`src/rtl/uart_rx_param_pkg.sv`:
```
// uart_pkg: shared types and constants for the parametrised UART receiver.
// FSM state encoding, parity mode constants and a 2-of-3 vote helper used by
// the sampler when UART_RX_MAJORITY_EN is defined.
package uart_pkg;

  // Receiver FSM states. S_BREAK parks the FSM while the line is held low
  // after a framing error, so a long break is not mistaken for new frames.
  typedef enum logic [2:0] {
    S_IDLE   = 3'd0,
    S_START  = 3'd1,
    S_DATA   = 3'd2,
    S_PARITY = 3'd3,
    S_STOP   = 3'd4,
    S_BREAK  = 3'd5
  } rx_state_e;

  // Parity modes for the PARITY parameter.
  localparam int PAR_NONE = 0;
  localparam int PAR_ODD  = 1;
  localparam int PAR_EVEN = 2;

  // Two-of-three majority vote.
  function automatic logic maj3(input logic a, input logic b, input logic c);
    return (a & b) | (a & c) | (b & c);
  endfunction

endpackage

```
`src/rtl/uart_rx_param_if.sv`:
```
// uart_rx_param_if: byte-side port bundle of the UART receiver.
//
// Handshake: the receiver (master) raises rx_valid when rx_data holds an
// unconsumed word and keeps rx_data stable until the consumer (slave) takes
// it. A transfer happens on every rising clk edge where rx_valid && rx_ready;
// rx_valid drops on the following cycle unless a new word is loaded on that
// very edge. rx_ready may be held high permanently. The error flags and busy
// are status outputs, not part of the handshake; each error flag is a
// single-cycle pulse.
interface uart_rx_param_if #(
  parameter int DATA_BITS = 8
);
  logic [DATA_BITS-1:0] rx_data;
  logic                 rx_valid;
  logic                 rx_ready;
  logic                 frame_err;
  logic                 parity_err;
  logic                 overrun_err;
  logic                 busy;

  // Receiver side
  modport master (
    output rx_data, rx_valid, frame_err, parity_err, overrun_err, busy,
    input  rx_ready
  );

  // Consumer side
  modport slave (
    input  rx_data, rx_valid, frame_err, parity_err, overrun_err, busy,
    output rx_ready
  );
endinterface

```
`src/rtl/uart_rx_sampler.sv`:
```
// uart_rx_sampler: brings the asynchronous serial pin into the clk domain and
// produces the bit value the receiver FSM samples.
// Build option UART_RX_MAJORITY_EN: when defined, sample_bit is the majority
// of the synchronized line over the current and two previous cycles, so a
// decision taken one cycle after the nominal mid-bit point votes over
// mid-1, mid and mid+1. When undefined, sample_bit is simply rxs.
module uart_rx_sampler
  import uart_pkg::*;
(
  input  logic clk,
  input  logic Rst_rx,
  input  logic Rs232,
  output logic rxs,
  output logic sample_bit
);

  logic sync1_q;
  logic sync2_q;

  // Two-flop synchronizer; both flops reset to the idle-high line level.
  always_ff @(posedge clk or negedge Rst_rx) begin
    if (!Rst_rx) begin
      sync1_q <= 1'b1;
      sync2_q <= 1'b1;
    end else begin
      sync1_q <= Rs232;
      sync2_q <= sync1_q;
    end
  end

  assign rxs = sync2_q;

`ifdef UART_RX_MAJORITY_EN
  logic hist1_q;
  logic hist2_q;

  // History of the synchronized line for the 3-sample vote.
  always_ff @(posedge clk or negedge Rst_rx) begin
    if (!Rst_rx) begin
      hist1_q <= 1'b1;
      hist2_q <= 1'b1;
    end else begin
      hist1_q <= sync2_q;
      hist2_q <= hist1_q;
    end
  end

  assign sample_bit = maj3(sync2_q, hist1_q, hist2_q);
`else
  assign sample_bit = sync2_q;
`endif

endmodule

```
`src/rtl/uart_rx_param.sv`:
```
// uart_rx_param: parametrised UART receiver (5..9 data bits, none/odd/even
// parity, 1 or 2 stop bits) with false-start rejection, framing/parity/
// overrun error pulses and a valid/ready word output.
// Build option UART_RX_MAJORITY_EN: 2-of-3 majority sampling around mid-bit;
// every decision point, and therefore every latency, moves one cycle later.
module uart_rx_param
  import uart_pkg::*;
#(
  parameter int CLKS_PER_BIT = 5208,
  parameter int DATA_BITS    = 8,
  parameter int PARITY       = PAR_NONE,
  parameter int STOP_BITS    = 1
) (
  input  logic          clk,
  input  logic          Rst_rx,
  input  logic          Rs232,
  uart_rx_param_if.master rx_if,
  output rx_state_e     state_dbg
);

`ifdef UART_RX_MAJORITY_EN
  localparam int MAJ_DLY = 1;
`else
  localparam int MAJ_DLY = 0;
`endif

  localparam int CNT_W = $clog2(CLKS_PER_BIT);
  localparam int IDX_W = $clog2(DATA_BITS);

  // Last count of a bit period; the counter wraps here, and after the start
  // decision realigns it this is also the (voted) mid-bit sample point.
  localparam logic [CNT_W-1:0] LAST_CNT  = CNT_W'(CLKS_PER_BIT - 1);
  // Start-bit check half a bit after the falling edge (plus vote delay).
  localparam logic [CNT_W-1:0] START_DEC = CNT_W'(CLKS_PER_BIT / 2 - 1 + MAJ_DLY);
  localparam logic [IDX_W-1:0] LAST_IDX  = IDX_W'(DATA_BITS - 1);
  localparam logic             LAST_STOP = (STOP_BITS == 2);
  localparam logic             ODD_MODE  = (PARITY == PAR_ODD);
  localparam logic             HAS_PAR   = (PARITY != PAR_NONE);

  logic rxs;
  logic samp;

  uart_rx_sampler u_sampler (
    .clk        (clk),
    .Rst_rx     (Rst_rx),
    .Rs232      (Rs232),
    .rxs        (rxs),
    .sample_bit (samp)
  );

  rx_state_e            state_q,    state_d;
  logic [CNT_W-1:0]     cnt_q,      cnt_d;
  logic [IDX_W-1:0]     idx_q,      idx_d;
  logic [DATA_BITS-1:0] shreg_q,    shreg_d;
  logic                 par_bad_q,  par_bad_d;
  logic                 stop_bad_q, stop_bad_d;
  logic                 stop_n_q,   stop_n_d;
  logic [DATA_BITS-1:0] data_q,     data_d;
  logic                 valid_q,    valid_d;
  logic                 fe_q,       fe_d;
  logic                 pe_q,       pe_d;
  logic                 oe_q,       oe_d;

  logic tick;
  logic accept;
  logic stop_bad_now;
  logic par_calc;

  assign tick         = (cnt_q == LAST_CNT);
  assign accept       = valid_q & rx_if.rx_ready;
  assign stop_bad_now = stop_bad_q | ~samp;
  assign par_calc     = (^shreg_q) ^ samp;

  // State and datapath registers; reset aborts any frame in progress.
  always_ff @(posedge clk or negedge Rst_rx) begin
    if (!Rst_rx) begin
      state_q    <= S_IDLE;
      cnt_q      <= '0;
      idx_q      <= '0;
      shreg_q    <= '0;
      par_bad_q  <= 1'b0;
      stop_bad_q <= 1'b0;
      stop_n_q   <= 1'b0;
      data_q     <= '0;
      valid_q    <= 1'b0;
      fe_q       <= 1'b0;
      pe_q       <= 1'b0;
      oe_q       <= 1'b0;
    end else begin
      state_q    <= state_d;
      cnt_q      <= cnt_d;
      idx_q      <= idx_d;
      shreg_q    <= shreg_d;
      par_bad_q  <= par_bad_d;
      stop_bad_q <= stop_bad_d;
      stop_n_q   <= stop_n_d;
      data_q     <= data_d;
      valid_q    <= valid_d;
      fe_q       <= fe_d;
      pe_q       <= pe_d;
      oe_q       <= oe_d;
    end
  end

  // Next-state, baud counter, bit capture and end-of-frame verdict.
  always_comb begin
    state_d    = state_q;
    cnt_d      = cnt_q;
    idx_d      = idx_q;
    shreg_d    = shreg_q;
    par_bad_d  = par_bad_q;
    stop_bad_d = stop_bad_q;
    stop_n_d   = stop_n_q;
    data_d     = data_q;
    valid_d    = accept ? 1'b0 : valid_q;
    fe_d       = 1'b0;
    pe_d       = 1'b0;
    oe_d       = 1'b0;

    unique case (state_q)
      S_IDLE: begin
        cnt_d = '0;
        if (!rxs) state_d = S_START;
      end

      S_START: begin
        cnt_d = cnt_q + CNT_W'(1);
        if (cnt_q == START_DEC) begin
          cnt_d = '0;
          if (!samp) begin
            state_d    = S_DATA;
            idx_d      = '0;
            par_bad_d  = 1'b0;
            stop_bad_d = 1'b0;
            stop_n_d   = 1'b0;
          end else begin
            // Line already back high: a glitch, not a start bit.
            state_d = S_IDLE;
          end
        end
      end

      S_DATA: begin
        cnt_d = tick ? '0 : cnt_q + CNT_W'(1);
        if (tick) begin
          shreg_d[idx_q] = samp;
          if (idx_q == LAST_IDX) begin
            state_d = HAS_PAR ? S_PARITY : S_STOP;
          end else begin
            idx_d = idx_q + IDX_W'(1);
          end
        end
      end

      S_PARITY: begin
        cnt_d = tick ? '0 : cnt_q + CNT_W'(1);
        if (tick) begin
          // Odd mode wants an overall XOR of 1, even mode wants 0.
          par_bad_d = (par_calc != ODD_MODE);
          state_d   = S_STOP;
        end
      end

      S_STOP: begin
        cnt_d = tick ? '0 : cnt_q + CNT_W'(1);
        if (tick) begin
          if (stop_n_q == LAST_STOP) begin
            // Verdict at mid-stop so a following start edge is not missed.
            state_d = S_IDLE;
            if (stop_bad_now) begin
              fe_d = 1'b1;
              if (!rxs) state_d = S_BREAK;
            end else if (par_bad_q) begin
              pe_d = 1'b1;
            end else if (valid_q && !accept) begin
              oe_d = 1'b1;
            end else begin
              data_d  = shreg_q;
              valid_d = 1'b1;
            end
          end else begin
            stop_bad_d = stop_bad_now;
            stop_n_d   = 1'b1;
          end
        end
      end

      S_BREAK: begin
        cnt_d = '0;
        if (rxs) state_d = S_IDLE;
      end

      default: begin
        state_d = S_IDLE;
        cnt_d   = '0;
      end
    endcase
  end

  assign rx_if.rx_data     = data_q;
  assign rx_if.rx_valid    = valid_q;
  assign rx_if.frame_err   = fe_q;
  assign rx_if.parity_err  = pe_q;
  assign rx_if.overrun_err = oe_q;
  assign rx_if.busy        = (state_q != S_IDLE);
  assign state_dbg         = state_q;

endmodule

```
`src/flat_wrapper.sv`:
```
// flat-port wrapper written by rule: the top's interface ports become plain ports
module uart_rx_param_flat import uart_pkg::*;
#(
  parameter int CLKS_PER_BIT = 5208,
  parameter int DATA_BITS    = 8,
  parameter int PARITY       = PAR_NONE,
  parameter int STOP_BITS    = 1
)
  (clk, Rst_rx, Rs232, state_dbg, rx_if_rx_data, rx_if_rx_valid, rx_if_frame_err, rx_if_parity_err, rx_if_overrun_err, rx_if_busy, rx_if_rx_ready);
  uart_rx_param_if #(.DATA_BITS(DATA_BITS)) rx_if_i ();
  input  logic clk;
  input  logic Rst_rx;
  input  logic Rs232;
  output rx_state_e state_dbg;
  output wire logic [$bits(rx_if_i.rx_data)-1:0] rx_if_rx_data;
  output wire logic [$bits(rx_if_i.rx_valid)-1:0] rx_if_rx_valid;
  output wire logic [$bits(rx_if_i.frame_err)-1:0] rx_if_frame_err;
  output wire logic [$bits(rx_if_i.parity_err)-1:0] rx_if_parity_err;
  output wire logic [$bits(rx_if_i.overrun_err)-1:0] rx_if_overrun_err;
  output wire logic [$bits(rx_if_i.busy)-1:0] rx_if_busy;
  input wire logic [$bits(rx_if_i.rx_ready)-1:0] rx_if_rx_ready;
  assign rx_if_rx_data = rx_if_i.rx_data;
  assign rx_if_rx_valid = rx_if_i.rx_valid;
  assign rx_if_frame_err = rx_if_i.frame_err;
  assign rx_if_parity_err = rx_if_i.parity_err;
  assign rx_if_overrun_err = rx_if_i.overrun_err;
  assign rx_if_busy = rx_if_i.busy;
  assign rx_if_i.rx_ready = rx_if_rx_ready;
  uart_rx_param #(.CLKS_PER_BIT(CLKS_PER_BIT), .DATA_BITS(DATA_BITS), .PARITY(PARITY), .STOP_BITS(STOP_BITS)) u_core (.clk(clk), .Rst_rx(Rst_rx), .Rs232(Rs232), .rx_if(rx_if_i), .state_dbg(state_dbg));
endmodule
```
`config.mk`:
```
export PLATFORM = sky130hd
export DESIGN_NAME = uart_rx_param_flat
export DESIGN_NICKNAME = d
export VERILOG_FILES = /design/src/rtl/uart_rx_param_pkg.sv /design/src/rtl/uart_rx_param_if.sv /design/src/rtl/uart_rx_sampler.sv /design/src/rtl/uart_rx_param.sv /design/src/flat_wrapper.sv
export SDC_FILE = /design/constraint.sdc
export NUM_CORES = 1
export LEC_CHECK = 0
export BUFFER_PORTS_ARGS = -buffer_cell sky130_fd_sc_hd__buf_4
export CORE_ASPECT_RATIO = 1.75
export CORE_MARGIN = 5
export CORE_UTILIZATION = 58
export CTS_CLUSTER_DIAMETER = 80
export DETAILED_ROUTE_END_ITERATION = 10
export GPL_TIMING_DRIVEN = 1
export MAX_ROUTING_LAYER = met4
export PLACE_DENSITY = 0.75
export RECOVER_POWER = 100
export SLEW_MARGIN = 20
export SYNTH_ARGS = -nofsm -noshare
export SYNTH_HDL_FRONTEND = slang
export SYNTH_SLANG_ARGS = --single-unit
```
`constraint.sdc`:
```
create_clock -name clk -period 2.8 [get_ports clk]
set_input_delay 0.56 -clock clk [delete_from_list [all_inputs] [get_ports clk]]
set_output_delay 0.56 -clock clk [all_outputs]
set_load 0.005 [all_outputs]
```
==> metrics, run 1 <==
run status=completed; Tmin final=2480 ps; Post-Syn Area=2140 um^2; initial antenna violation count=0; drt pass-1 iters=4; Routed Antenna Nets=0; Worst Clk Skew=1.71 ps; RSZ-0062 raised after global routing=no; FMAX=403 MHz; Clock Path Buffers=2; Critical Path Sink Type=flip-flop; worst rel slew slack=63.3%; Final #Nets=219; sequential power share=62.3%; commonest non-fill, non-tap cells in the layout=dfrtp_1, nor2_1, mux2_2, clkbuf_4, nand2_1; GP Congestion=0.860; row cnt=29; Max VDD drop=392 uV; routed length per instance=15.9 um; CTS tree=yes; fin crit share=88.6%; final wirelength=4.12 mm; 1st-iter DRT viols=23; post-route cell area=2360 um^2; TritonCTS Buffers=5; Synth-to-Final Area Change=10.4%; yosys warns=0; routed vias/inst=5.60; largest net degree at the start of global routing=44; Top-Level Pins=20; post-synthesis sequential area ratio=50.4%; leak pwr=1.12 nW; grt ovf=0; # H-tree levels=2; Die H=90.4 um; met1 usage=17.4%; switching pwr=0.204 mW; fraction of registers with async set/reset=100%; vias in the first global route=1589; Final HPWL DP=3.12 mm; Fill cells=289; Layout Cells excl Fill=259; setup bufs post-CTS=0; Placed Area=2320 um^2; Setup crit start kind=flip-flop; CP required=2970 ps; GRT Total Usage=18.3%; CTS-repair resized insts=0; PortBufs=19; count of max-cap constraint violations=0; core area=3590 um^2; Power Density=425 nW/um^2; setup slack at placement=416 ps; Synth cell types=45; clock slew at reported path FFs=70 ps; CTS sink count=43; share of layout cells above drive strength 1=23.9%; CP arrival=2650 ps; first-pass GRT wire length=7.14 mm; placed cells=251; grt met3 use=3.58%; Syn Inst Count=191; # DRC=0; clock share of power=36.1%; P_int=0.802 mW; Post-synth EDFFs=0; Final Max Tran Viols=0; Min-Delay Path Class=input port to asynchronous set/reset pin; Crit Path Max Fanout=6; Final Setup Violations=0; Hold-fix buffers, CTS=0; initial core utilization=59.6%; CP Class=flip-flop to flip-flop; transition time of the tightest slew-check pin=551 ps; ANT cells=0; die footprint=5060 um^2; final setup TNS=0 ps; commonest non-fill, non-tap cell in the layout=dfrtp_1; switch share=20.3%; syn avg cell area=11.2 um^2; Synth Flop Type=dfrtp_1; Via Count=1450; post-synthesis register bit count=43; Synth Net Count=198; final worst slack=318 ps; Slowest cell on crit path=or4b_1; CP cell instances=or4b_1 -> or4_1 -> nand2b_4 -> nor3b_1 -> mux2_1; Clk Latency, worst-skew pair=290 ps; gr busiest metal=met2; CP max stage delay=590 ps; Combinational Power Share=1.6%; final hold vios=0; GRT met2 Usage=34.9%; Die Wd=55.9 um; Root Buffer=clkbuf_8
==> logic make-up (layout without fill, tap and decap cells) <==
group,Yosys count,in the layout,synth area share [%]
muxes,22,22,11.4
adders and majority gates,3,3,1.75
xor gates and xnor gates,18,18,7.36
buffers and inverters,10,32,2.04
DFF,43,43,50.4
and+or+nand+nor,86,86,23.7
AOI/OAI and AO/OA,9,9,3.33
==> worst paths after layout <==
kind	startpoint	endpoint	slack [ps]	cells after the start
worst max-delay path	u_core.cnt_q[3]	u_core.shreg_q[2]	320	5
worst min-delay path	Rst_rx	u_core.rx_if.overrun_err	250	1
worst max register to register	u_core.cnt_q[3]	u_core.shreg_q[2]	320	5
worst min register to register	u_core.u_sampler.sync1_q	u_core.u_sampler.rxs	360	0
max in group asynchronous	Rst_rx	u_core.u_sampler.sync1_q	2190	1
min in group clk	u_core.u_sampler.sync1_q	u_core.u_sampler.rxs	360	0
==> area by class of cell <==
class | count | area, um^2 | area share [%]
Inverter | 4 | 15.0 | 0.635
Clock buffer | 7 | 76.3 | 3.23
Multi-Input combinational cell | 138 | 986 | 41.7
Timing Repair Buffer | 20 | 146 | 6.19
Clock inverter | 1 | 5.00 | 0.212
Sequential cell | 43 | 1080 | 45.6
Tap cell | 46 | 57.6 | 2.43
==> synth_stat cells (2+ instances only) <==
cell type  count  share of area [%]
a21oi_1        3               0.70
and3_1         5                1.5
and4bb_2       2                1.2
buf_2          2               0.47
clkbuf_1       3               0.53
dfrtp_1       41                 48
dfstp_2        2                2.5
ha_1           3                1.8
inv_1          4               0.70
mux2_1         3                1.6
mux2_2        17                8.9
mux2i_1        2               0.93
nand2_1       12                2.1
nand2b_1       2               0.58
nand3_1        4               0.93
nand3b_1       3                1.1
nand4_1        3               0.88
nor2_1        25                4.4
nor2b_1        6                1.8
nor3_1         6                1.4
nor3b_1        2               0.70
nor3b_2        2                1.2
xnor2_1       10                4.1
xor2_1         8                3.3
==> through the flow <==
stage	util [%]	power, mW	hold slack [ps]
2_1_floorplan	-	0.640	264
4_1_cts	66.9	1.02	256
3_3_place_gp	64.6	0.655	346
5_1_grt	65.8	1.05	284
3_5_place_dp	64.6	0.656	352
6_report	65.8	1.01	248
==> power by group through the flow <==
stage	clock [mW]	combinational [mW]	sequential, mW
2_1_floorplan	0	0.00344	0.637
3_3_place_gp	0	0.0166	0.639
3_5_place_dp	0	0.0171	0.639
4_1_cts	0.374	0.0171	0.627
5_1_grt	0.408	0.0195	0.627
6_report	0.363	0.0161	0.627
==> state kept, by name, summed over array words and instances (netlist names) <==
register                  count
u_core.cnt_q                 13
u_core.idx_q                  3
u_core.par_bad_q              1
u_core.rx_if.frame_err        1
u_core.rx_if.overrun_err      1
u_core.rx_if.parity_err       1
u_core.rx_if.rx_data          8
u_core.rx_if.rx_valid         1
u_core.shreg_q                8
u_core.state_dbg              3
u_core.stop_bad_q             1
u_core.u_sampler.rxs          1
u_core.u_sampler.sync1_q      1
==> routing by layer <==
layer	part of all wire, %	wire length, um
met1	37	1520
met2	58	2390
met3	3.0	122
met4	1.9	80
met5	0	0
==> worst max-delay path, delay by kind of cell, from the launching register on <==
kind          cells  cell delay (ps)
simple gates      4             1590
mux               1              350
flops             1              430
Note: power is estimated with default switching activity, not from simulation.
==> run 2: changes to the inputs <==
--- a/config.mk
+++ b/config.mk
@@ -8,14 +8,15 @@
 export BUFFER_PORTS_ARGS = -buffer_cell sky130_fd_sc_hd__buf_4
 export CORE_ASPECT_RATIO = 1.75
 export CORE_MARGIN = 5
-export CORE_UTILIZATION = 58
+export CORE_UTILIZATION = 63
 export CTS_CLUSTER_DIAMETER = 80
 export DETAILED_ROUTE_END_ITERATION = 10
-export GPL_TIMING_DRIVEN = 1
+export GPL_TIMING_DRIVEN = 0
 export MAX_ROUTING_LAYER = met4
-export PLACE_DENSITY = 0.75
+export PLACE_DENSITY = 0.81
 export RECOVER_POWER = 100
 export SLEW_MARGIN = 20
 export SYNTH_ARGS = -nofsm -noshare
 export SYNTH_HDL_FRONTEND = slang
 export SYNTH_SLANG_ARGS = --single-unit
+export TNS_END_PERCENT = 1
==> constraint.sdc (replaced) <==
create_clock -name clk -period 3.1 [get_ports clk]
set_input_delay 0.62 -clock clk [delete_from_list [all_inputs] [get_ports clk]]
set_output_delay 0.62 -clock clk [all_outputs]
set_load 0.005 [all_outputs]
==> run 2 against run 1 <==
  * The run now ends with max-capacitance violations, max-slew violations left
  * Hold slack gained 110 ps
  * Non-clock buffer count grew 5
  * Clock skew grew 5.0 ps
  * Die area shrank 6.8%
  * Setup slack gained 180 ps
  * Clock power shrank 6.6%
  * Critical path type unchanged
  * Critical path depth grew 2
  * Register-to-register slack gained 180 ps
  * Highest routed layer unchanged
  * Core utilization grew 5.7 points
  * Sequential share of layout area shrank 0.34 points
  * Global-route usage grew 2.8 points
  * Sequential power shrank 10%
==> metrics, run 2 (synthesis gave the netlist of run 1 again) <==
Min-Delay Path Class=flip-flop to flip-flop; leak pwr=1.12 nW; Crit Path Max Fanout=10; transition time of the tightest slew-check pin=2260 ps; commonest non-fill, non-tap cell in the layout=dfrtp_1; Via Count=1476; ANT cells=0; clock slew at reported path FFs=80 ps; grt met3 use=3.95%; die footprint=4710 um^2; Final Max Tran Viols=44; cell depth of the worst hold path=0; CTS sink count=43; CP Buf/Inv Count=2; share of layout cells above drive strength 1=23.9%; CP cell instances=clkbuf_1 -> or3b_1 -> clkbuf_1 -> or4_1 -> nand2b_4 -> nor3b_2 -> mux2_1; setup slack at placement=698 ps; reg2reg end=u_core.shreg_q[2]; Tmin final=2600 ps; final setup TNS=0 ps; largest register by flop count=u_core.cnt_q; commonest non-fill, non-tap cells in the layout=dfrtp_1, nor2_1, mux2_2, clkbuf_4, nand2_1; routed length per instance=16.2 um; Largest delay share family, worst path=simple AND/OR/NAND/NOR gates; Max VDD drop=460 uV; Top-Level Pins=20; CP Class=flip-flop to flip-flop; Final HPWL DP=3.23 mm; TritonCTS Buffers=5; register-to-register setup slack=500 ps; CTS-repair resized insts=0; met1 usage=19.5%; run status=finished, violations left; GRT Total Usage=21.2%; FMAX=385 MHz; GRT met2 Usage=40.2%; Power Density=386 nW/um^2; Worst Clk Skew=6.68 ps; gr busiest metal=met2; Die Wd=54.1 um; grt ovf=0; fin crit share=83.8%; Critical Path Sink Type=flip-flop; largest net degree at the start of global routing=44; path depth of the worst reg2reg path=7; Slowest cell on crit path=or4_1; routed vias/inst=5.61; # DRC=0; hold path start=u_core.u_sampler.sync1_q; setup bufs post-CTS=0; Die H=87.1 um; final wirelength=4.26 mm; max reg flops=13; final worst slack=501 ps; Final #Nets=224; Synth-to-Final Area Change=11.2%; Clk Latency, worst-skew pair=290 ps; Root Buffer=clkbuf_8; # H-tree levels=2; drt pass-1 iters=4; Setup crit start kind=flip-flop; CP max stage delay=500 ps; count of max-cap constraint violations=1; hold worst-path end=u_core.u_sampler.rxs; CTS tree=yes; final hold vios=0; PortBufs=19; 1st-iter DRT viols=26; CP dominant cell by count=clkbuf_1; row cnt=28; Final Setup Violations=0; failing checks=max-capacitance violations, max-slew violations; initial antenna violation count=0; CP arrival=2770 ps; first-pass GRT wire length=7.05 mm; initial core utilization=64.4%; GP Congestion=0.848; core area=3330 um^2; vias in the first global route=1605; RSZ-0062 raised after global routing=no; worst rel slew slack=-50.4%; R2R Path Start=u_core.state_dbg[1]; CP required=3280 ps; Routed Antenna Nets=0; Hold-fix buffers, CTS=0; Clock Path Buffers=2
-- run 2: how the worst max path moves through the flow --
stage,startpoint,end,slack (ps),cells after the start
after floorplan,u_core.state_dbg[0],u_core.shreg_q[2],830,7
after global placement,u_core.state_dbg[0],u_core.shreg_q[6],740,7
after detailed placement,u_core.state_dbg[0],u_core.shreg_q[6],700,7
after CTS,u_core.state_dbg[0],u_core.shreg_q[6],690,7
after global routing,Rst_rx,u_core.shreg_q[4],300,1
final,u_core.state_dbg[1],u_core.shreg_q[2],500,7
-- run 2: area by class of cell --
| class | count | area [um^2] |
|---|---|---|
| Sequential cell | 43 | 1080 |
| Multi-Input combinational cell | 138 | 991 |
| Fill cell | 265 | 946 |
| Timing Repair Buffer | 19 | 135 |
| Clock buffer | 7 | 76.3 |
| Tap cell | 45 | 56.3 |
| Buffer | 6 | 25.0 |
| Inverter | 4 | 15.0 |
| Clock inverter | 1 | 5.00 |
-- run 2: where the power goes --
group / total, mW / switching, mW / internal, mW / leakage [nW]
logic: 0.0163 / 0.0132 / 0.00304 / 0.500
registers: 0.564 / 0.00160 / 0.563 / 0.579
clock network: 0.339 / 0.181 / 0.158 / 0.0422
-- run 2: routing by layer --
metal  routed length, um  share of wire, %
met3                 116               2.7
met2                2520                59
met5                   0                 0
met4                  98               2.3
met1                1520                36
-- run 2: worst reg2reg max path: stages (launching register included) --
cell and delay, ps:
dfrtp_1 350, clkbuf_1 330, or3b_1 410, clkbuf_1 170, or4_1 500, nand2b_4 200, nor3b_2 180, mux2_1 330
-- run 2: per-stage QoR --
stage / hold WS [ps] / cell area (um^2) / utilization, % / cells / power (mW)
global placement: 345 / 2340 / 70.3 / 255 / 0.592
finish: 357 / 2380 / 71.6 / 263 / 0.919
CTS: 325 / 2420 / 72.8 / 263 / 0.929
global route: 366 / 2380 / 71.6 / 263 / 0.953
floorplan: 324 / 2140 / - / 191 / 0.578
detailed placement: 347 / 2340 / 70.3 / 255 / 0.594
